--- config.mk ---
export PLATFORM = sky130hd
export DESIGN_NAME = fma_dot_sequencer_flat
export DESIGN_NICKNAME = d
export VERILOG_FILES = /design/src/rtl/fma_dot_sequencer_if.sv /design/src/rtl/fma_dot_sequencer.sv /design/src/flat_wrapper.sv
export SDC_FILE = /design/constraint.sdc
export NUM_CORES = 1
export LEC_CHECK = 0
export CAP_MARGIN = 20
export CORE_ASPECT_RATIO = 1.5
export CORE_MARGIN = 4
export CORE_UTILIZATION = 43
export DETAILED_ROUTE_END_ITERATION = 6
export GPL_ROUTABILITY_DRIVEN = 0
export HOLD_SLACK_MARGIN = 0.1
export PLACE_DENSITY_LB_ADDON = 0.25
export SYNTH_ARGS = -nofsm -noshare
export SYNTH_HDL_FRONTEND = slang
export SYNTH_SLANG_ARGS = --single-unit
--- constraint.sdc ---
create_clock -name clk_in -period 3.35 [get_ports clk_in]
set_input_delay 0.67 -clock clk_in [delete_from_list [all_inputs] [get_ports clk_in]]
set_output_delay 0.67 -clock clk_in [all_outputs]
set_load 0.005 [all_outputs]
--- src/rtl/fma_dot_sequencer_if.sv ---
// Command, operand, FMA-pin and result signal bundle for fma_dot_sequencer.
// The slave modport is the sequencer's view; the master modport is the issuer/FMA/consumer side.
interface fma_dot_sequencer_if #(
    parameter int WIDTH = 16,
    parameter int LEN_W = 8
);
    logic                 cmd_valid;
    logic                 cmd_ready;
    logic [LEN_W-1:0]     cmd_len;
    logic [WIDTH-1:0]     cmd_bias;

    logic                 in_valid;
    logic                 in_ready;
    logic [WIDTH-1:0]     in_a;
    logic [WIDTH-1:0]     in_b;

    logic [3*WIDTH-1:0]   fma_abc;
    logic                 fma_valid;
    logic                 fma_c_valid;
    logic                 fma_out_en;
    logic [WIDTH-1:0]     fma_out;
    logic                 fma_valid_out;

    logic                 result_valid;
    logic                 result_ready;
    logic [WIDTH-1:0]     result_data;

    logic                 busy;
    logic [15:0]          stall_cycles;

    modport slave (
        input  cmd_valid, cmd_len, cmd_bias,
        input  in_valid, in_a, in_b,
        input  fma_out, fma_valid_out,
        input  result_ready,
        output cmd_ready, in_ready,
        output fma_abc, fma_valid, fma_c_valid, fma_out_en,
        output result_valid, result_data,
        output busy, stall_cycles
    );

    modport master (
        output cmd_valid, cmd_len, cmd_bias,
        output in_valid, in_a, in_b,
        output fma_out, fma_valid_out,
        output result_ready,
        input  cmd_ready, in_ready,
        input  fma_abc, fma_valid, fma_c_valid, fma_out_en,
        input  result_valid, result_data,
        input  busy, stall_cycles
    );
endinterface

--- src/rtl/fma_dot_sequencer.sv ---
// Sequences one FMA lane through bias + sum(a[i]*b[i]); one registered result per command.
// Latency: last operand transfer at t -> fma_valid t+1, result_valid t+3. Backpressure: in_ready only in RUN, result held until result_ready.
// Optional FMA_SEQ_STALL_CNT_EN adds a saturating count of RUN cycles with no operand offered.
module fma_dot_sequencer #(
    parameter int WIDTH = 16,
    parameter int LEN_W = 8
) (
    input  logic             clk_in,
    input  logic             rst_in,
    fma_dot_sequencer_if.slave bus
);

    typedef enum logic [1:0] {
        S_IDLE = 2'd0,
        S_RUN  = 2'd1,
        S_WAIT = 2'd2,
        S_DONE = 2'd3
    } state_t;

    state_t               r_state;
    state_t               w_next;

    logic [LEN_W-1:0]     r_remaining;
    logic                 r_first;
    logic [WIDTH-1:0]     r_bias;
    logic [WIDTH-1:0]     r_result;
    logic [3*WIDTH-1:0]   r_fma_abc;
    logic                 r_fma_valid;
    logic                 r_fma_c_valid;
    logic                 r_fma_out_en;

    logic                 w_cmd_fire;
    logic                 w_in_fire;
    logic                 w_res_fire;
    logic                 w_last;

    assign w_cmd_fire = bus.cmd_valid && (r_state == S_IDLE);
    assign w_in_fire  = bus.in_valid && (r_state == S_RUN);
    assign w_res_fire = bus.result_ready && (r_state == S_DONE);
    assign w_last     = (r_remaining == LEN_W'(1));

    always_ff @(posedge clk_in or posedge rst_in) begin
        if (rst_in) begin
            r_state <= S_IDLE;
        end else begin
            r_state <= w_next;
        end
    end

    always_comb begin
        w_next = r_state;
        case (r_state)
            S_IDLE: if (w_cmd_fire) w_next = (bus.cmd_len == '0) ? S_DONE : S_RUN;
            S_RUN:  if (w_in_fire && w_last) w_next = S_WAIT;
            S_WAIT: if (bus.fma_valid_out) w_next = S_DONE;
            S_DONE: if (w_res_fire) w_next = S_IDLE;
            default: w_next = S_IDLE;
        endcase
    end

    // FMA pins are registered one cycle behind the operand transfer they carry.
    always_ff @(posedge clk_in or posedge rst_in) begin
        if (rst_in) begin
            r_remaining   <= '0;
            r_first       <= 1'b0;
            r_bias        <= '0;
            r_result      <= '0;
            r_fma_abc     <= '0;
            r_fma_valid   <= 1'b0;
            r_fma_c_valid <= 1'b0;
            r_fma_out_en  <= 1'b0;
        end else begin
            r_fma_valid   <= w_in_fire;
            r_fma_c_valid <= w_in_fire && r_first;
            r_fma_out_en  <= w_in_fire && w_last;

            if (w_cmd_fire) begin
                r_bias      <= bus.cmd_bias;
                r_remaining <= bus.cmd_len;
                r_first     <= 1'b1;
                if (bus.cmd_len == '0) begin
                    r_result <= bus.cmd_bias;
                end
            end

            if (w_in_fire) begin
                r_fma_abc   <= {bus.in_a, bus.in_b, (r_first ? r_bias : {WIDTH{1'b0}})};
                r_remaining <= r_remaining - LEN_W'(1);
                r_first     <= 1'b0;
            end

            if ((r_state == S_WAIT) && bus.fma_valid_out) begin
                r_result <= bus.fma_out;
            end
        end
    end

    assign bus.cmd_ready    = (r_state == S_IDLE);
    assign bus.in_ready     = (r_state == S_RUN);
    assign bus.busy         = (r_state != S_IDLE);
    assign bus.result_valid = (r_state == S_DONE);
    assign bus.result_data  = r_result;
    assign bus.fma_abc      = r_fma_abc;
    assign bus.fma_valid    = r_fma_valid;
    assign bus.fma_c_valid  = r_fma_c_valid;
    assign bus.fma_out_en   = r_fma_out_en;

`ifdef FMA_SEQ_STALL_CNT_EN
    logic [15:0] r_stall_cycles;

    // Holds through WAIT/DONE/IDLE so software can read it after the result.
    always_ff @(posedge clk_in or posedge rst_in) begin
        if (rst_in) begin
            r_stall_cycles <= '0;
        end else if (w_cmd_fire) begin
            r_stall_cycles <= '0;
        end else if ((r_state == S_RUN) && !bus.in_valid && (r_stall_cycles != 16'hFFFF)) begin
            r_stall_cycles <= r_stall_cycles + 16'd1;
        end
    end

    assign bus.stall_cycles = r_stall_cycles;
`else
    assign bus.stall_cycles = 16'd0;
`endif

endmodule

--- src/flat_wrapper.sv ---
// flat-port wrapper written by rule: the top's interface ports become plain ports
module fma_dot_sequencer_flat 
#(
    parameter int WIDTH = 16,
    parameter int LEN_W = 8
)
  (clk_in, rst_in, bus_cmd_valid, bus_cmd_len, bus_cmd_bias, bus_in_valid, bus_in_a, bus_in_b, bus_fma_out, bus_fma_valid_out, bus_result_ready, bus_cmd_ready, bus_in_ready, bus_fma_abc, bus_fma_valid, bus_fma_c_valid, bus_fma_out_en, bus_result_valid, bus_result_data, bus_busy, bus_stall_cycles);
  fma_dot_sequencer_if #(.WIDTH(WIDTH), .LEN_W(LEN_W)) bus_i ();
  input  logic clk_in;
  input  logic rst_in;
  input wire logic [$bits(bus_i.cmd_valid)-1:0] bus_cmd_valid;
  input wire logic [$bits(bus_i.cmd_len)-1:0] bus_cmd_len;
  input wire logic [$bits(bus_i.cmd_bias)-1:0] bus_cmd_bias;
  input wire logic [$bits(bus_i.in_valid)-1:0] bus_in_valid;
  input wire logic [$bits(bus_i.in_a)-1:0] bus_in_a;
  input wire logic [$bits(bus_i.in_b)-1:0] bus_in_b;
  input wire logic [$bits(bus_i.fma_out)-1:0] bus_fma_out;
  input wire logic [$bits(bus_i.fma_valid_out)-1:0] bus_fma_valid_out;
  input wire logic [$bits(bus_i.result_ready)-1:0] bus_result_ready;
  output wire logic [$bits(bus_i.cmd_ready)-1:0] bus_cmd_ready;
  output wire logic [$bits(bus_i.in_ready)-1:0] bus_in_ready;
  output wire logic [$bits(bus_i.fma_abc)-1:0] bus_fma_abc;
  output wire logic [$bits(bus_i.fma_valid)-1:0] bus_fma_valid;
  output wire logic [$bits(bus_i.fma_c_valid)-1:0] bus_fma_c_valid;
  output wire logic [$bits(bus_i.fma_out_en)-1:0] bus_fma_out_en;
  output wire logic [$bits(bus_i.result_valid)-1:0] bus_result_valid;
  output wire logic [$bits(bus_i.result_data)-1:0] bus_result_data;
  output wire logic [$bits(bus_i.busy)-1:0] bus_busy;
  output wire logic [$bits(bus_i.stall_cycles)-1:0] bus_stall_cycles;
  assign bus_i.cmd_valid = bus_cmd_valid;
  assign bus_i.cmd_len = bus_cmd_len;
  assign bus_i.cmd_bias = bus_cmd_bias;
  assign bus_i.in_valid = bus_in_valid;
  assign bus_i.in_a = bus_in_a;
  assign bus_i.in_b = bus_in_b;
  assign bus_i.fma_out = bus_fma_out;
  assign bus_i.fma_valid_out = bus_fma_valid_out;
  assign bus_i.result_ready = bus_result_ready;
  assign bus_cmd_ready = bus_i.cmd_ready;
  assign bus_in_ready = bus_i.in_ready;
  assign bus_fma_abc = bus_i.fma_abc;
  assign bus_fma_valid = bus_i.fma_valid;
  assign bus_fma_c_valid = bus_i.fma_c_valid;
  assign bus_fma_out_en = bus_i.fma_out_en;
  assign bus_result_valid = bus_i.result_valid;
  assign bus_result_data = bus_i.result_data;
  assign bus_busy = bus_i.busy;
  assign bus_stall_cycles = bus_i.stall_cycles;
  fma_dot_sequencer #(.WIDTH(WIDTH), .LEN_W(LEN_W)) u_core (.clk_in(clk_in), .rst_in(rst_in), .bus(bus_i));
endmodule
======== Yosys cells after proc, flatten, opt, wreduce, memory -nomap -nowiden ========
Cells that the tools add are included.
storage, ports and cells
  flip-flop bits (word level) ............. 94
  input port bits ......................... 78
  output and inout port bits .............. 87
  word-level logic and storage cells ...... 46
operators by class
  $add $sub $neg .......................... 1
  eq/ne operators ......................... 8
  mux-type cells .......................... 14
  reductions and logical operators ........ 14
operators with widths
  kind                   count
  $mux W16               4
  $mux W8                2
  $mux W2                5
  $eq A8 B1 Y1 const B   1
  $logic_not A8 Y1       1
  $pmux W2 S4            1
  $reduce_bool A2 Y1     4
  $sub A8 B1 Y8 const B  1
  $logic_and A1 B1 Y1    6
  $ne A2 B1 Y1 const B   3
  $eq A2 B2 Y1 const B   2
  $reduce_and A4 Y1      1
  $eq A2 B1 Y1 const B   1
  $logic_not A2 Y1       1
  $mux W1                2
  $ne A2 B2 Y1 const B   1
  $reduce_and A2 Y1      1

======== Depth between registers and ports, before layout ========
Gate-level depths: netlist of the first run.
  word-level depth ........................ 5
  depth in mapped cells ................... 8
  mapped depth without buffers ............ 7

======== Least setup slack after synthesis of the first run ========
Ideal clock, no wire load.
  path type ............................... reg-to-reg
  from .................................... register u_core.r_remaining[3]
  to ...................................... register u_core.r_state[0]
  library setup time ...................... 126 ps
  arrival time ............................ 1,907 ps
  required time ........................... 3,224 ps
  path slack .............................. 1,317 ps
  stages on the path, launching flop included .. 5
  path buffers ............................ 0
  period minus slack after synthesis ...... 2,033 ps
  cell sequence ........................... dfrtp_1 > or4_4 > or4b_1 > a211o_1 > mux2i_1
on the way
  longest elaborated chain between the ends .. 4
ends and longest elaborated chain
  item                                RTL line                 source
  start, declared                     fma_dot_sequencer.sv:23  logic [LEN_W-1:0] r_remaining;
  start signal, assigned              fma_dot_sequencer.sv:79  r_remaining <= bus.cmd_len;
  start signal, assigned              fma_dot_sequencer.sv:88  r_remaining <= r_remaining - LEN_W'(1);
  $eq A8 B1 Y1                        fma_dot_sequencer.sv:40  assign w_last = (r_remaining == LEN_W'(1));
  $logic_and A1 B1 Y1                 fma_dot_sequencer.sv:54  S_RUN: if (w_in_fire && w_last) w_next = S_WAIT;
  $ne A2 B1 Y1 (no source line)       n/a
  $reduce_and A4 Y1 (no source line)  n/a
  end signal, assigned                fma_dot_sequencer.sv:46  r_state <= w_next;
  end, declared                       fma_dot_sequencer.sv:20  state_t r_state;
No other way between the ends.
A chain may end at the register's enable or synchronous reset.

======== Final worst setup path of the first run ========
  from .................................... input bus_cmd_len[5]
  to ...................................... register u_core.r_result[6] (netlist: u_core.bus.result_data[6])
on the way
  longest elaborated chain between the ends .. 3
ends and longest elaborated chain
  item                                 RTL line                 source
  start, declared                      flat_wrapper.sv:12       input wire logic [$bits(bus_i.cmd_len)-1:0] bus_cmd_len;
  $logic_not A8 Y1                     fma_dot_sequencer.sv:81  if (bus.cmd_len == '0) begin
  $reduce_bool A2 Y1 (no source line)  n/a
  $reduce_and A2 Y1 (no source line)   n/a
  end signal, assigned                 fma_dot_sequencer.sv:82  r_result <= bus.cmd_bias;
  end signal, assigned                 fma_dot_sequencer.sv:93  r_result <= bus.fma_out;
  end, declared                        fma_dot_sequencer.sv:26  logic [WIDTH-1:0] r_result;
No other way between the ends.

==> results of run 1 <==
## cells by family after synthesis
group | Yosys count | share of synthesized area
simple gates | 190 | 0.1924
flops | 94 | 0.5797
buf+inv | 46 | 0.05736
compound gates | 38 | 0.05921
mux | 34 | 0.08881
fa+ha+maj | 7 | 0.02158
other cells | 1 | 0.0009242
## worst paths after layout
check / startpoint / end / slack (ps) / cells past startpoint
max reg2reg: u_core.r_state[1]$_DFFE_PP0P_ / u_core.r_remaining[4]$_DFFE_PP0P_ / 1000 / 6
min in group asynchronous: rst_in / u_core.bus.fma_abc[20]$_DFFE_PP0P_ / 720 / 2
min: u_core.bus.fma_abc[0]$_DFFE_PP0P_ / u_core.bus.fma_abc[0]$_DFFE_PP0P_ / 470 / 2
max in group asynchronous: rst_in / u_core.bus.fma_abc[33]$_DFFE_PP0P_ / 1960 / 3
max: bus_cmd_len[5] / u_core.bus.result_data[6]$_DFFE_PP0P_ / 930 / 5
min reg2reg: u_core.bus.fma_abc[0]$_DFFE_PP0P_ / u_core.bus.fma_abc[0]$_DFFE_PP0P_ / 470 / 2
## final cells by class
| type | instances | area (um2) | area share |
|---|---|---|---|
| Clock inverter | 6 | 110.1 | 0.01855 |
| Inverter | 10 | 40.04 | 0.006747 |
| Multi-Input combinational cell | 285 | 1539 | 0.2593 |
| Tap cell | 112 | 140.1 | 0.02361 |
| Timing Repair Buffer | 152 | 1524 | 0.2568 |
| Sequential cell | 94 | 2352 | 0.3964 |
| Clock buffer | 10 | 229.0 | 0.03858 |
## per-stage QoR
step | area [um2] | total power [uW]
after floorplan | 4114 | 2852
after global placement | 5595 | 3853
after detailed placement | 5595 | 3939
after CTS | 5934 | 5108
after global routing | 5934 | 5411
final | 5934 | 5036
## power by group
| group | leakage, uW | internal [uW] | switching (uW) |
|---|---|---|---|
| Sequential | 0.00117 | 1640 | 322 |
| Clock | 0.000159 | 728 | 413 |
| Combinational | 0.00153 | 1110 | 833 |
| Total | 0.00286 | 3470 | 1570 |
## worst reg2reg max path: cells and delay by family, from the launching register on
kind | cells | cell delay, ps
adder cells (fa/ha/maj) | 1 | 270
flip-flops | 1 | 400
AND/OR/NAND/NOR | 2 | 560
AO/OA/AOI/OAI | 1 | 390
buffers and inverters | 2 | 620
## sequential cells by signal (all words and copies together) (netlist names)
register	cells
u_core.bus.fma_abc	48
u_core.bus.fma_c_valid	1
u_core.bus.fma_out_en	1
u_core.bus.fma_valid	1
u_core.bus.result_data	16
u_core.r_bias	16
u_core.r_first	1
u_core.r_remaining	8
u_core.r_state	2
## cell usage after synthesis, types with 2 or more instances
master,number
a211oi_1,2
a21oi_1,3
a221o_1,5
and3_1,2
buf_1,5
buf_4,16
clkbuf_1,15
dfrtp_1,94
ha_1,7
inv_1,10
mux2_2,16
mux2i_1,18
nand2_1,151
nand3_1,16
nor2_1,7
nor3_1,2
nor4_1,5
o21ai_0,20
o22ai_1,2
## cells in the final DEF (no fill, tap or decap), drive strengths merged, types with 3 or more instances in the layout
| cell type | synthesis | final |
|---|---|---|
| bufinv | 0 | 3 |
| nand2 | 151 | 151 |
| conb | 1 | 16 |
| mux2 | 16 | 16 |
| nor4 | 5 | 5 |
| ha | 7 | 7 |
| buf | 21 | 4 |
| a221o | 5 | 5 |
| a21oi | 3 | 3 |
| o21ai | 20 | 20 |
| clkdlybuf4s50 | 0 | 148 |
| dfrtp | 94 | 94 |
| inv | 10 | 10 |
| mux2i | 18 | 18 |
| nor2 | 7 | 7 |
| nand3 | 16 | 16 |
| clkbuf | 15 | 10 |
## routing by layer
metal	track usage	vias to the layer above	wire length, um
li1	-	1602	-
met1	0.2020	1564	3712
met2	0.3131	135	4995
met3	0.06129	18	926
met4	0.08040	0	233
met5	0	-	0
==> impl_metrics.yaml, run 1 <==
status:
  outcome: "complete, no violations"
worst_setup_path:
  timing.setup.critical_path_class: "in2reg"
  critical_path.startpoint_type: "primary input"
  critical_path.cell_chain: "clkdlybuf4s50_1 -> nor4_1 -> a32oi_2 -> nand2_1 -> o21ai_0"
  worst_path_max_delay_cell: "a32oi_2"
  cp_data_arrival_time_ps: 2570
  crit_required_ps: 3500
  worst_path_largest_cell_delay_ps: 600
  critPathTopFamily: "simple AND/OR/NAND/NOR gates"
  crit_path_capture_type: "flop"
  critPathBufInv: 1
  timing.critical_path.fanout_max: 32
placed_design:
  dp_slack_ps: 553.1
  port_buffer_count: 148
  placedCellCount: 653
  detailed_place_hpwl_um: 7391
final_layout:
  design.final.nets: 637
  fin_util: 0.6413
  areaGrowthSynthToFinish_pct: 46.25
  fin_cells: 669
  antenna_cells_inserted: 0
  fill_cells: 769
  share_of_layout_cells_above_drive_strength_1: 0.07181
die:
  die_w_um: 87.32
  ios: 165
  initial_core_util: 0.4385
  placement_rows: 43
  die_height_um: 127.0
  floorplan.die_area_mm2: 0.01109
  fp.coreArea_mm2: 0.009254
timing:
  finalSetupTns_ps: 0
  layout_setup_ws_ps: 930.9
  number_of_hold_slack_violations_in_the_final_timing_report: 0
  timing.final.setup_violations: 0
  hold_slack_ps: 467.8
  final_period_minus_worst_setup_slack_ps: 2419
  timing.final.crit_share: 0.7221
  timing.max_slew.rel_slack: 0.1920
  maxClockFrequency_mhz: 413.4
  timing.final.max_slew_violations: 0
  clock-skew-final_ps: 6.536
  transition_time_of_the_tightest_slew_check_pin_ps: 1212
  rsz0062_at_grt: "false"
grt:
  wire_length_of_the_first_global_routing_pass_um: 16000
  via_count_of_the_first_global_routing_pass: 3549
  globalRoute.totalOverflow: 0
  number_of_antenna_violations_at_the_first_check_in_global_routing: 0
  grt_util_all_layers: 0.1826
  maximum_number_of_pins_on_one_net_before_global_route_repair: 58
cts:
  cts.sink_count: 94
  post_cts.repair.setup_buffers: 0
  ctsLongestPathBuffers: 2
  cts.hold.buffers_added: 0
  cts_max_level: 3
  clock_tree_from_tritoncts: "yes"
  insertion_delay_ps: 340
  cts.reportedPaths.clkPinSlew_ps: 60
  cts_made_buffers: 9
  postCtsResizedCells: 0
  cts_root_buffer: "clkbuf_16"
drt:
  via_per_instance_ratio: 4.961
  routed_wire_length_per_instance_um: 14.75
  initialDrtViolationCount: 146
  firstDrtPassIters: 4
  post_detailed_route_count_of_antenna_violating_nets: 0
  vias: 3319
  postRouteWirelength_um: 9867
  count_of_unresolved_drc_violations_after_routing: 0
logic_synthesis:
  netlist.area_leader.share: 0.5797
  synth-warning-count: 0
  ys_ff_latch: 94
  synth_enable_flop_cells: 0
  netlist_area_mm2: 0.004058
  synthesis.area_per_instance_um2: 9.897
  yosys_most_used_dff: "dfrtp_1"
  synth.top_cells.by_area: "dfrtp_1 58%, nand2_1 14%, mux2i_1 4.4%, mux2_2 4.4%, buf_4 3.0%"
  synth.largest_area_cell: "dfrtp_1"
  syn_inst: 410
  synth-seq-area-share: 0.5797
  ys_async_sr_fraction: 1.000
  synth.distinct_cells: 33
power:
  power.leakage_uw: 0.002864
  ir_drop_uv: 437.5
  power-per-cell-area_mw_per_mm2: 848.6
flow_run:
  cap_viol_max_count: 0
min_path:
  holdCritPathClass: "reg2reg"
(Power assumes the default switching activity.)
==> run 2: changes to the inputs <==
- CORE_UTILIZATION: 43 -> 39
- clock period: 3.35 -> 2.1 ns (I/O delays scaled with it)
==> run 2 against run 1 <==
Effect of this change: sequential share of layout area down 0.72 points; register-to-register slack worse by 950 ps; hold slack worse by 44 ps; critical endpoint is now u_core.r_state[1]$_DFFE_PP0P_; wire length up 1.2%; total power up 58%; final area up 1.9%; die area up 9.4%.
==> impl_metrics.yaml, run 2 (synthesized netlist as in run 1, its figures left out) <==
final_layout:
  most_common_cell_after_layout_fill_and_taps_aside: "nand2_1"
  largest_register_ff_count: 48
  share_of_layout_cells_above_drive_strength_1: 0.09717
  areaGrowthSynthToFinish_pct: 49.03
  fill_cells: 898
  fin_cells: 683
  design.final.nets: 646
  antenna_cells_inserted: 0
  layout.cells.most_common_list: "150 x nand2_1, 148 x clkdlybuf4s50_1, 93 x dfrtp_1"
grt:
  grt-busiest-layer: "met2"
  via_count_of_the_first_global_routing_pass: 3430
  number_of_antenna_violations_at_the_first_check_in_global_routing: 0
  maximum_number_of_pins_on_one_net_before_global_route_repair: 44
  wire_length_of_the_first_global_routing_pass_um: 16820
  met2_usage: 0.3003
  grt_util_all_layers: 0.1728
  groute.layer.met3.usage: 0.05063
  globalRouteMet1Util: 0.1962
  globalRoute.totalOverflow: 0
drt:
  post_detailed_route_count_of_antenna_violating_nets: 0
  initialDrtViolationCount: 114
  routed_wire_length_per_instance_um: 14.61
  via_per_instance_ratio: 4.829
  firstDrtPassIters: 4
  postRouteWirelength_um: 9982
  count_of_unresolved_drc_violations_after_routing: 0
  vias: 3298
die:
  initial_core_util: 0.4004
  floorplan.die_area_mm2: 0.01213
  ios: 165
  placement_rows: 45
  die_height_um: 132.9
  die_w_um: 91.29
  fp.coreArea_mm2: 0.01013
timing:
  timing.max_slew.rel_slack: 0.6144
  finalSetupTns_ps: 0
  transition_time_of_the_tightest_slew_check_pin_ps: 578.4
  layout_setup_ws_ps: 54.35
  timing.final.max_slew_violations: 0
  timing.final.crit_share: 0.9741
  clock-skew-final_ps: 6.974
  number_of_hold_slack_violations_in_the_final_timing_report: 0
  timing.final.setup_violations: 0
  final_period_minus_worst_setup_slack_ps: 2046
  maxClockFrequency_mhz: 488.8
worst_setup_path:
  setup.worst_path.end: "u_core.r_state[1]$_DFFE_PP0P_"
  r2r.worst_path.cells: 4
  timing.critical_path.fanout_max: 3
  worst_path_max_delay_cell: "or4_4"
  cp_data_arrival_time_ps: 2260
  crit_start: "u_core.r_remaining[3]$_DFFE_PP0P_"
  crit_path_capture_type: "flop"
  critical_path.cell_chain: "or4_4 -> or4b_1 -> a211o_1 -> mux2i_1"
  crit_required_ps: 2320
  timing.setup.critical_path_class: "reg2reg"
  critical_path.startpoint_type: "flop"
  rr_startpoint: "u_core.r_remaining[3]$_DFFE_PP0P_"
  r2r_setup_slk_ps: 50
  regToRegEndpoint: "u_core.r_state[1]$_DFFE_PP0P_"
  worst_path_largest_cell_delay_ps: 550
placed_design:
  detailed_place_hpwl_um: 7639
  placedCellCount: 667
  port_buffer_count: 148
  dp_slack_ps: 44.53
cts:
  cts.hold.buffers_added: 0
  cts.reportedPaths.clkPinSlew_ps: 70
  clock_tree_from_tritoncts: "yes"
  post_cts.repair.setup_buffers: 0
  cts_made_buffers: 9
  cts_root_buffer: "clkbuf_16"
  cts.sink_count: 94
  ctsLongestPathBuffers: 2
  insertion_delay_ps: 340
  cts_max_level: 3
power:
  power-per-cell-area_mw_per_mm2: 1319
  ir_drop_uv: 544.8
  power.leakage_uw: 0.002900
flow_run:
  cap_viol_max_count: 0
status:
  outcome: "complete, no violations"
min_path:
  holdCritPathClass: "in2async"
run 2: changes by cell type in the layout (fill, tap and decap cells not counted), moves of 2 or more:
cell	previous run	this run
clkinvlp_4	2	4
buf_4	3	8
inv_2	1	3
clkinv_4	0	2
inv_1	8	6
ha_4	0	2
bufinv_16	3	1
buf_12	1	5
ha_1	7	5
run 2: metal layers:
layer / routed length (um) / part of all wire / vias to the layer above
met5: 0 / 0 / -
met4: 198 / 0.020 / 0
met3: 727 / 0.073 / 18
met2: 5237 / 0.52 / 121
met1: 3819 / 0.38 / 1540
li1: - / - / 1619
run 2: worst max-delay path: cells and delay by family (launching register included):
kind	cells	cell delay, ps
AOI/OAI and AO/OA	1	330
DFF	1	380
muxes	1	140
and+or+nand+nor	2	1080
run 2: metrics by stage:
stage	hold slack, ps	cell area [um2]	total power (uW)	utilization
floorplan	462.6	4118	4550	-
global placement	448.9	5720	6236	0.5644
detailed placement	457.1	5720	6391	0.5644
CTS	427.4	6026	8039	0.5946
global route	450.1	6047	8593	0.5967
finish	423.4	6047	7979	0.5967
run 2: power by group:
group,switching (uW),internal [uW],total (uW)
registers,491,2610,3100
logic,1380,1880,3260
clock network,693,924,1620
total,2570,5410,7980
run 2: worst min-delay path by stage:
stage,to,slack [ps],depth (start not counted)
2_1_floorplan,u_core.bus.fma_abc[0]$_DFFE_PP0P_,460,2
3_3_place_gp,u_core.bus.fma_abc[8]$_DFFE_PP0P_,450,2
3_5_place_dp,u_core.bus.fma_abc[8]$_DFFE_PP0P_,460,2
4_1_cts,u_core.bus.result_data[2]$_DFFE_PP0P_,430,2
5_1_grt,u_core.bus.result_data[2]$_DFFE_PP0P_,450,2
6_report,u_core.bus.fma_abc[43]$_DFFE_PP0P_,420,2
run 2: area by class of cell:
type / count / area, um2 / area share
clock inverters: 7 / 75.07 / 0.01241
well taps: 117 / 146.4 / 0.02421
multi-input cells: 285 / 1564 / 0.2586
repair buffers: 161 / 1642 / 0.2715
inverters: 10 / 41.29 / 0.006828
clock buffers: 9 / 225.2 / 0.03724
flip-flops and latches: 94 / 2354 / 0.3892
run 2: repair_timing:
item / CTS / global route
pin swaps: 0 / 1
hold endpoints to repair: 0 / 0
resized for setup: 2 / 5
endpoints found under the setup margin: 2 / 4
